**src/rtl/tug_of_war_match.sv**
```systemverilog
`default_nettype none
// ============================================================================
// Module   : tug_of_war_match
// Brief    : Tug-of-war game core with match scoring, inter-point pause,
//            match-over display and an LFSR-driven computer opponent.
// Revision : 1.0 - initial release
// ============================================================================
module tug_of_war_match #(
    parameter int N_LIGHTS    = 9,
    parameter int SCORE_MAX   = 7,
    parameter int LFSR_W      = 10,
    parameter int PAUSE_TICKS = 4
) (
    input  logic                clk,
    input  logic                reset_n,
    input  logic                ce,
    input  logic                left_key_n,
    input  logic [LFSR_W-1:0]   difficulty,
    input  logic                new_match,
    output logic [N_LIGHTS-1:0] lights,
    output logic [3:0]          left_score,
    output logic [3:0]          right_score,
    output logic                match_over,
    output logic [1:0]          winner
);

    // Maximal-length XNOR feedback taps, one bit per tapped stage (bit 0 = stage 1).
    function automatic logic [15:0] tap_mask(input int w);
        logic [15:0] m;
        m = 16'h0000;
        case (w)
            4:       m = 16'h000C;
            5:       m = 16'h0014;
            6:       m = 16'h0030;
            7:       m = 16'h0060;
            8:       m = 16'h00B8;
            9:       m = 16'h0110;
            10:      m = 16'h0240;
            11:      m = 16'h0500;
            12:      m = 16'h0829;
            13:      m = 16'h100D;
            14:      m = 16'h2015;
            15:      m = 16'h6000;
            16:      m = 16'hD008;
            default: m = 16'h0000;
        endcase
        return m;
    endfunction

    localparam int                  c_POS_W     = $clog2(N_LIGHTS);
    localparam int                  c_PAUSE_W   = $clog2(PAUSE_TICKS + 1);
    localparam logic [15:0]         c_TAPS_FULL = tap_mask(LFSR_W);
    localparam logic [LFSR_W-1:0]   c_TAPS      = c_TAPS_FULL[LFSR_W-1:0];
    localparam logic [c_POS_W-1:0]  c_CENTER    = c_POS_W'((N_LIGHTS - 1) / 2);
    localparam logic [c_POS_W-1:0]  c_LAST      = c_POS_W'(N_LIGHTS - 1);
    localparam logic [3:0]          c_SMAX      = 4'(SCORE_MAX);
    localparam logic [c_PAUSE_W-1:0] c_PAUSE    = c_PAUSE_W'(PAUSE_TICKS);
    localparam logic [N_LIGHTS-1:0] c_ONE       = N_LIGHTS'(1);

    typedef enum logic [1:0] {
        S_PLAY  = 2'd0,
        S_POINT = 2'd1,
        S_OVER  = 2'd2
    } state_t;

    state_t                 r_state, w_state;
    logic [c_POS_W-1:0]     r_pos, w_pos;
    logic [3:0]             r_lscore, w_lscore, r_rscore, w_rscore;
    logic [c_PAUSE_W-1:0]   r_pause, w_pause;
    logic [LFSR_W-1:0]      r_lfsr, w_lfsr;
    logic [N_LIGHTS-1:0]    r_lights, w_lights;
    logic [1:0]             r_winner, w_winner;
    logic                   r_pending, w_pending;
    logic                   r_key_meta, r_key_sync, r_key_prev;

    logic                   w_press, w_left, w_right, w_scored;
    logic [LFSR_W:0]        w_sum;

    assign w_press = r_key_sync & ~r_key_prev;
    assign w_left  = r_pending | w_press;
    assign w_sum   = {1'b0, difficulty} + {1'b0, r_lfsr};
    assign w_right = ce & w_sum[LFSR_W];

    always_comb begin
        w_state   = r_state;
        w_pos     = r_pos;
        w_lscore  = r_lscore;
        w_rscore  = r_rscore;
        w_pause   = r_pause;
        w_lights  = r_lights;
        w_winner  = r_winner;
        w_scored  = 1'b0;
        w_pending = ce ? 1'b0 : w_left;
        w_lfsr    = ce ? {r_lfsr[LFSR_W-2:0], ~^(r_lfsr & c_TAPS)} : r_lfsr;

        if (ce) begin
            case (r_state)
                S_PLAY: begin
                    if (w_left && !w_right) begin
                        if (r_pos == c_LAST) begin
                            w_lscore = r_lscore + 4'd1;
                            w_scored = 1'b1;
                        end else begin
                            w_pos = r_pos + c_POS_W'(1);
                        end
                    end else if (w_right && !w_left) begin
                        if (r_pos == '0) begin
                            w_rscore = r_rscore + 4'd1;
                            w_scored = 1'b1;
                        end else begin
                            w_pos = r_pos - c_POS_W'(1);
                        end
                    end
                    if (!w_scored) begin
                        w_lights = c_ONE << w_pos;
                    end else if (w_lscore == c_SMAX || w_rscore == c_SMAX) begin
                        w_state  = S_OVER;
                        w_lights = '1;
                        w_winner = (w_lscore == c_SMAX) ? 2'b10 : 2'b01;
                    end else begin
                        w_state  = S_POINT;
                        w_pause  = c_PAUSE;
                        w_lights = '0;
                    end
                end
                S_POINT: begin
                    // The tick that empties the pause counter re-centres the rope.
                    if (r_pause <= c_PAUSE_W'(1)) begin
                        w_pause  = '0;
                        w_state  = S_PLAY;
                        w_pos    = c_CENTER;
                        w_lights = c_ONE << c_CENTER;
                    end else begin
                        w_pause = r_pause - c_PAUSE_W'(1);
                    end
                end
                S_OVER: begin
                    w_lights = ~r_lights;
                end
                default: begin
                    w_state = S_PLAY;
                end
            endcase
        end

        if (new_match) begin
            w_state   = S_PLAY;
            w_pos     = c_CENTER;
            w_lscore  = 4'd0;
            w_rscore  = 4'd0;
            w_pause   = '0;
            w_pending = 1'b0;
            w_lights  = c_ONE << c_CENTER;
            w_winner  = 2'b00;
        end
    end

    always_ff @(posedge clk) begin
        if (!reset_n) begin
            r_state    <= S_PLAY;
            r_pos      <= c_CENTER;
            r_lscore   <= 4'd0;
            r_rscore   <= 4'd0;
            r_pause    <= '0;
            r_lfsr     <= '0;
            r_lights   <= c_ONE << c_CENTER;
            r_winner   <= 2'b00;
            r_pending  <= 1'b0;
            r_key_meta <= 1'b0;
            r_key_sync <= 1'b0;
            r_key_prev <= 1'b0;
        end else begin
            r_state    <= w_state;
            r_pos      <= w_pos;
            r_lscore   <= w_lscore;
            r_rscore   <= w_rscore;
            r_pause    <= w_pause;
            r_lfsr     <= w_lfsr;
            r_lights   <= w_lights;
            r_winner   <= w_winner;
            r_pending  <= w_pending;
            r_key_meta <= ~left_key_n;
            r_key_sync <= r_key_meta;
            r_key_prev <= r_key_sync;
        end
    end

    assign lights      = r_lights;
    assign left_score  = r_lscore;
    assign right_score = r_rscore;
    assign match_over  = (r_state == S_OVER);
    assign winner      = r_winner;

endmodule
`default_nettype wire

```
**config.mk**
```make
export PLATFORM = sky130hd
export DESIGN_NAME = tug_of_war_match
export DESIGN_NICKNAME = d
export VERILOG_FILES = /design/src/rtl/tug_of_war_match.sv
export SDC_FILE = /design/constraint.sdc
export NUM_CORES = 1
export LEC_CHECK = 0
export BUFFER_PORTS_ARGS = -buffer_cell sky130_fd_sc_hd__buf_2
export CORE_ASPECT_RATIO = 0.7
export CORE_MARGIN = 5
export CORE_UTILIZATION = 30
export CTS_CLUSTER_DIAMETER = 120
export CTS_CLUSTER_SIZE = 30
export DETAILED_ROUTE_END_ITERATION = 7
export MAX_ROUTING_LAYER = met4
export PLACE_DENSITY = 0.48
export SLEW_MARGIN = 30
export SYNTH_ARGS = -nofsm -noshare
export SYNTH_HDL_FRONTEND = slang
export SYNTH_SLANG_ARGS = --single-unit
```
**constraint.sdc**
```tcl
create_clock -name clk -period 2.5 [get_ports clk]
set_input_delay 0.25 -clock clk [delete_from_list [all_inputs] [get_ports clk]]
set_output_delay 0.25 -clock clk [all_outputs]
set_load 0.05 [all_outputs]
```
==> impl_metrics.ini <==
[cells_and_area]
filler_cell_count = 939
share_of_final_layout_standard_cells_stronger_than_drive_strength_1 = 0.381
diodes = 0
seqCellArea_um2 = 851
num-nets-final = 453
area_delta_synth_final_pct = 38.7
finalCoreUtilization = 0.421
multiInputGateArea_um2 = 2230

[critical_path]
endpoint_of_the_worst_slack_reg_to_reg_timing_path = r_pause[2]
start_kind = flop
r2r_setup_slk_ns = -0.05
worstSetupPathType = flop to flop
worst_setup_path_end_kind = flop
worstSetupStartpoint = r_lfsr[3]
r2r_start = r_lfsr[3]
cp_max_fo = 5
worst-endpoint-arrival_ns = 2.78
crit_path_end = r_pause[2]
worst_ep_required_time_ns = 2.72
reg2reg_depth = 9

[power]
p_total_mw = 1.53
combinational_power_share = 0.114
power.internal_mw = 1.14
power_frac_seq = 0.447
p_leak_nw = 1.56
power_density_nw_per_um2 = 382
netSwitchingFraction = 0.255
switchingPower_mw = 0.391
max-vdd-ir-drop_uv = 250
clockPowerShare = 0.439

[floorplanning]
fp.dieH_um = 92.1
floorplan.initialDensity = 0.303
dieWidth_um = 127
pin_count = 35
placeableCoreArea_um2 = 9530
design.die.area_um2 = 11700
rows = 30

[yosys]
synth_cell_types = 63
postSynthCellCount = 342
yosysSeqAreaShare = 0.291
synth_edf_count = 0
post-synth-top-area-cell = sky130_fd_sc_hd__dfxtp_1
yosys-top-cells-count = 42 x sky130_fd_sc_hd__dfxtp_1, 25 x sky130_fd_sc_hd__nor2_1, 24 x sky130_fd_sc_hd__nand2_1, 19 x sky130_fd_sc_hd__ha_1
ys.warnings.count = 0
seq_cells_post_synth = 42
post-synth-top-count-cell = sky130_fd_sc_hd__dfxtp_1
ys_top_cells_by_area = sky130_fd_sc_hd__dfxtp_1 29%, sky130_fd_sc_hd__ha_1 8.2%, sky130_fd_sc_hd__mux2i_1 6.2%, sky130_fd_sc_hd__nor2_1 3.2%, sky130_fd_sc_hd__nor2b_1 3.2%
synth_simple_gate_area_frac = 0.267
synth_adder_area_share = 0.0823
synthesis.area_per_instance_um2 = 8.45
synth-main-ff-cell = sky130_fd_sc_hd__dfxtp_1
asyncSetResetFlopFracSynth = 0
yosys-mux-area-fraction = 0.0701
synth_top_family_by_area = simple AND/OR/NAND/NOR gates
yosys.area.top_type_share = 0.291
postSynthNetCount = 376
synth-compound-area-share = 0.206
post_synth_xor_area_fraction = 0.0364
synth.cell_area_um2 = 2890

[timing]
timing.fmax_mhz = 391
number_of_slew_limit_violations_in_the_final_report = 0
worstMarginPinSlew_ns = 0.640
worst_clock_skew_ns = 0.00994
rsz_0062_raised_after_global_routing = yes
number_of_hold_violations_in_the_final_report = 0
final_cycle_share = 1.02
setup_viol = 4
final.setup.worst_slack_ns = -0.0545
final.min_clock_period_ns = 2.55
slew-limit-headroom = 0.571

[clocking]
cts-htree-levels = 2
cts_inserted_buffers = 5
clk_transition_reported_paths_ns = 0.06
cts_sinks = 42
clkLatencyLatePin_ns = 0.29
clock_tree_from_tritoncts = done
postCtsHoldBufs = 0
root_buffer = sky130_fd_sc_hd__clkbuf_16
cts_buffer_depth = 2

[flow_run]
max_cap_violations = 0

[route]
viasPerCell = 5.18
drt-pass1-iter-count = 5
detail_route.drc_violations = 0
post_drt_wl_per_cell_um = 15.2
dr_total_vias = 2838
drt_iter0_drc = 173
wire_length_reported_by_the_detailed_router_mm = 8.33
final_antenna_violating_net_count = 0

[outcome]
violations_in_the_final_reports = negative setup slack
status = finished with violations

[global_route]
grt-ovfl-total = 0
grt.total_usage = 0.140
grt_max_degree = 19
via_count_of_the_first_global_routing_pass = 2592
grt_antenna_before_repair = 0
first_pass_grt_wire_length_mm = 13.1

[placed_design]
place_hpwl_mm = 5.88
place.gp.congestion = 0.812
port_buffers = 34

[worst_hold_path]
worst_hold_check_path_type = input port to flop
## layer usage
layer,vias to the layer above,routed length (um),global-route usage
li1,1412,-,-
met1,1348,4380,0.209
met2,69,3420,0.189
met3,9,457,0.0303
met4,0,72,0.0313
met5,-,0,-
## through the flow
| stage | setup slack, ns | cell area, um^2 | std cells | TNS [ns] | hold WS (ns) |
|---|---|---|---|---|---|
| after floorplan | 0.0355 | 2890 | 342 | 0 | 0.322 |
| after global placement | -0.244 | 3430 | 526 | -2.56 | 0.415 |
| after detailed placement | -0.277 | 3430 | 526 | -3.11 | 0.419 |
| after CTS | -0.0479 | 3810 | 541 | -0.0626 | 0.108 |
| after global routing | -0.160 | 4010 | 548 | -1.48 | 0.110 |
| final | -0.0545 | 4010 | 548 | -0.133 | 0.116 |
## area by class of cell
class,count,share of cell area
clock buffers,6,0.0346
clock inverters,2,0.00312
inverters,12,0.0112
multi-input cells,271,0.555
flip-flops and latches,42,0.212
well taps,128,0.0399
repair buffers,87,0.144
## state kept, by name, indices dropped and copies added (netlist names)
signal and flops:
r_lfsr 10, lights 9, left_score 4, r_pos 4, right_score 4, r_pause 3, r_state 2, winner 2
r_key_meta 1, r_key_prev 1, r_key_sync 1, r_pending 1
## worst max-delay path, stage by stage, from the launching register on
cell,delay (ns)
sky130_fd_sc_hd__dfxtp_2,0.36
sky130_fd_sc_hd__ha_4,0.22
sky130_fd_sc_hd__a211oi_4,0.30
sky130_fd_sc_hd__nor4_4,0.07
sky130_fd_sc_hd__o31ai_4,0.36
sky130_fd_sc_hd__a211oi_2,0.14
sky130_fd_sc_hd__o41a_1,0.49
sky130_fd_sc_hd__buf_4,0.17
sky130_fd_sc_hd__a211o_1,0.26
sky130_fd_sc_hd__a21oi_1,0.13
## cell usage in the layout (no fill, tap or decap), drive strengths merged, types with 2 or more instances in the layout
master / count
buf: 87
dfxtp: 42
nor2: 25
nand2: 24
ha: 19
mux2i: 18
nand3: 18
o21ai: 16
nor2b: 15
a21oi: 15
inv: 12
nor3: 11
or2: 10
nand2b: 8
a311oi: 8
or3: 7
xor2: 6
xnor2: 6
clkbuf: 6
o211ai: 5
and4: 5
a211oi: 5
nand3b: 4
and2: 4
nor4: 4
nand4: 3
a211o: 3
o2111ai: 3
o32ai: 2
mux2: 2
or4: 2
o31ai: 2
a31oi: 2
## what timing repair did
action,in CTS,in global routing
gates resized for setup,29,29
pin swaps,14,12
setup buffers,6,7
setup endpoints to repair,15,18
gates cloned,1,1
## cell families after synthesis
| kind of cell | Yosys count |
|---|---|
| AND/OR/NAND/NOR | 141 |
| flip-flops | 42 |
| XOR/XNOR | 12 |
| adder cells (fa/ha/maj) | 19 |
| buffers and inverters | 30 |
| multiplexers | 20 |
| AO/OA/AOI/OAI | 78 |
## how the worst min path moves through the flow
stage | slack, ns | depth (start not counted) | to | startpoint
finish | 0.12 | 2 | r_key_meta | left_key_n
global route | 0.11 | 2 | r_key_meta | left_key_n
floorplan | 0.32 | 1 | r_key_meta | left_key_n
CTS | 0.11 | 2 | r_key_meta | left_key_n
global placement | 0.42 | 2 | r_key_meta | left_key_n
detailed placement | 0.42 | 2 | r_key_meta | left_key_n
## power by group through the flow
stage                     registers, mW  clock network [mW]  logic, mW
after global routing              0.686               0.720      0.189
after floorplan                   0.715                   0     0.0805
final                             0.685               0.673      0.174
after global placement            0.699                   0      0.142
after detailed placement          0.700                   0      0.143
after CTS                         0.686               0.697      0.161
No activity file was read; power rests on OpenSTA's default activity.
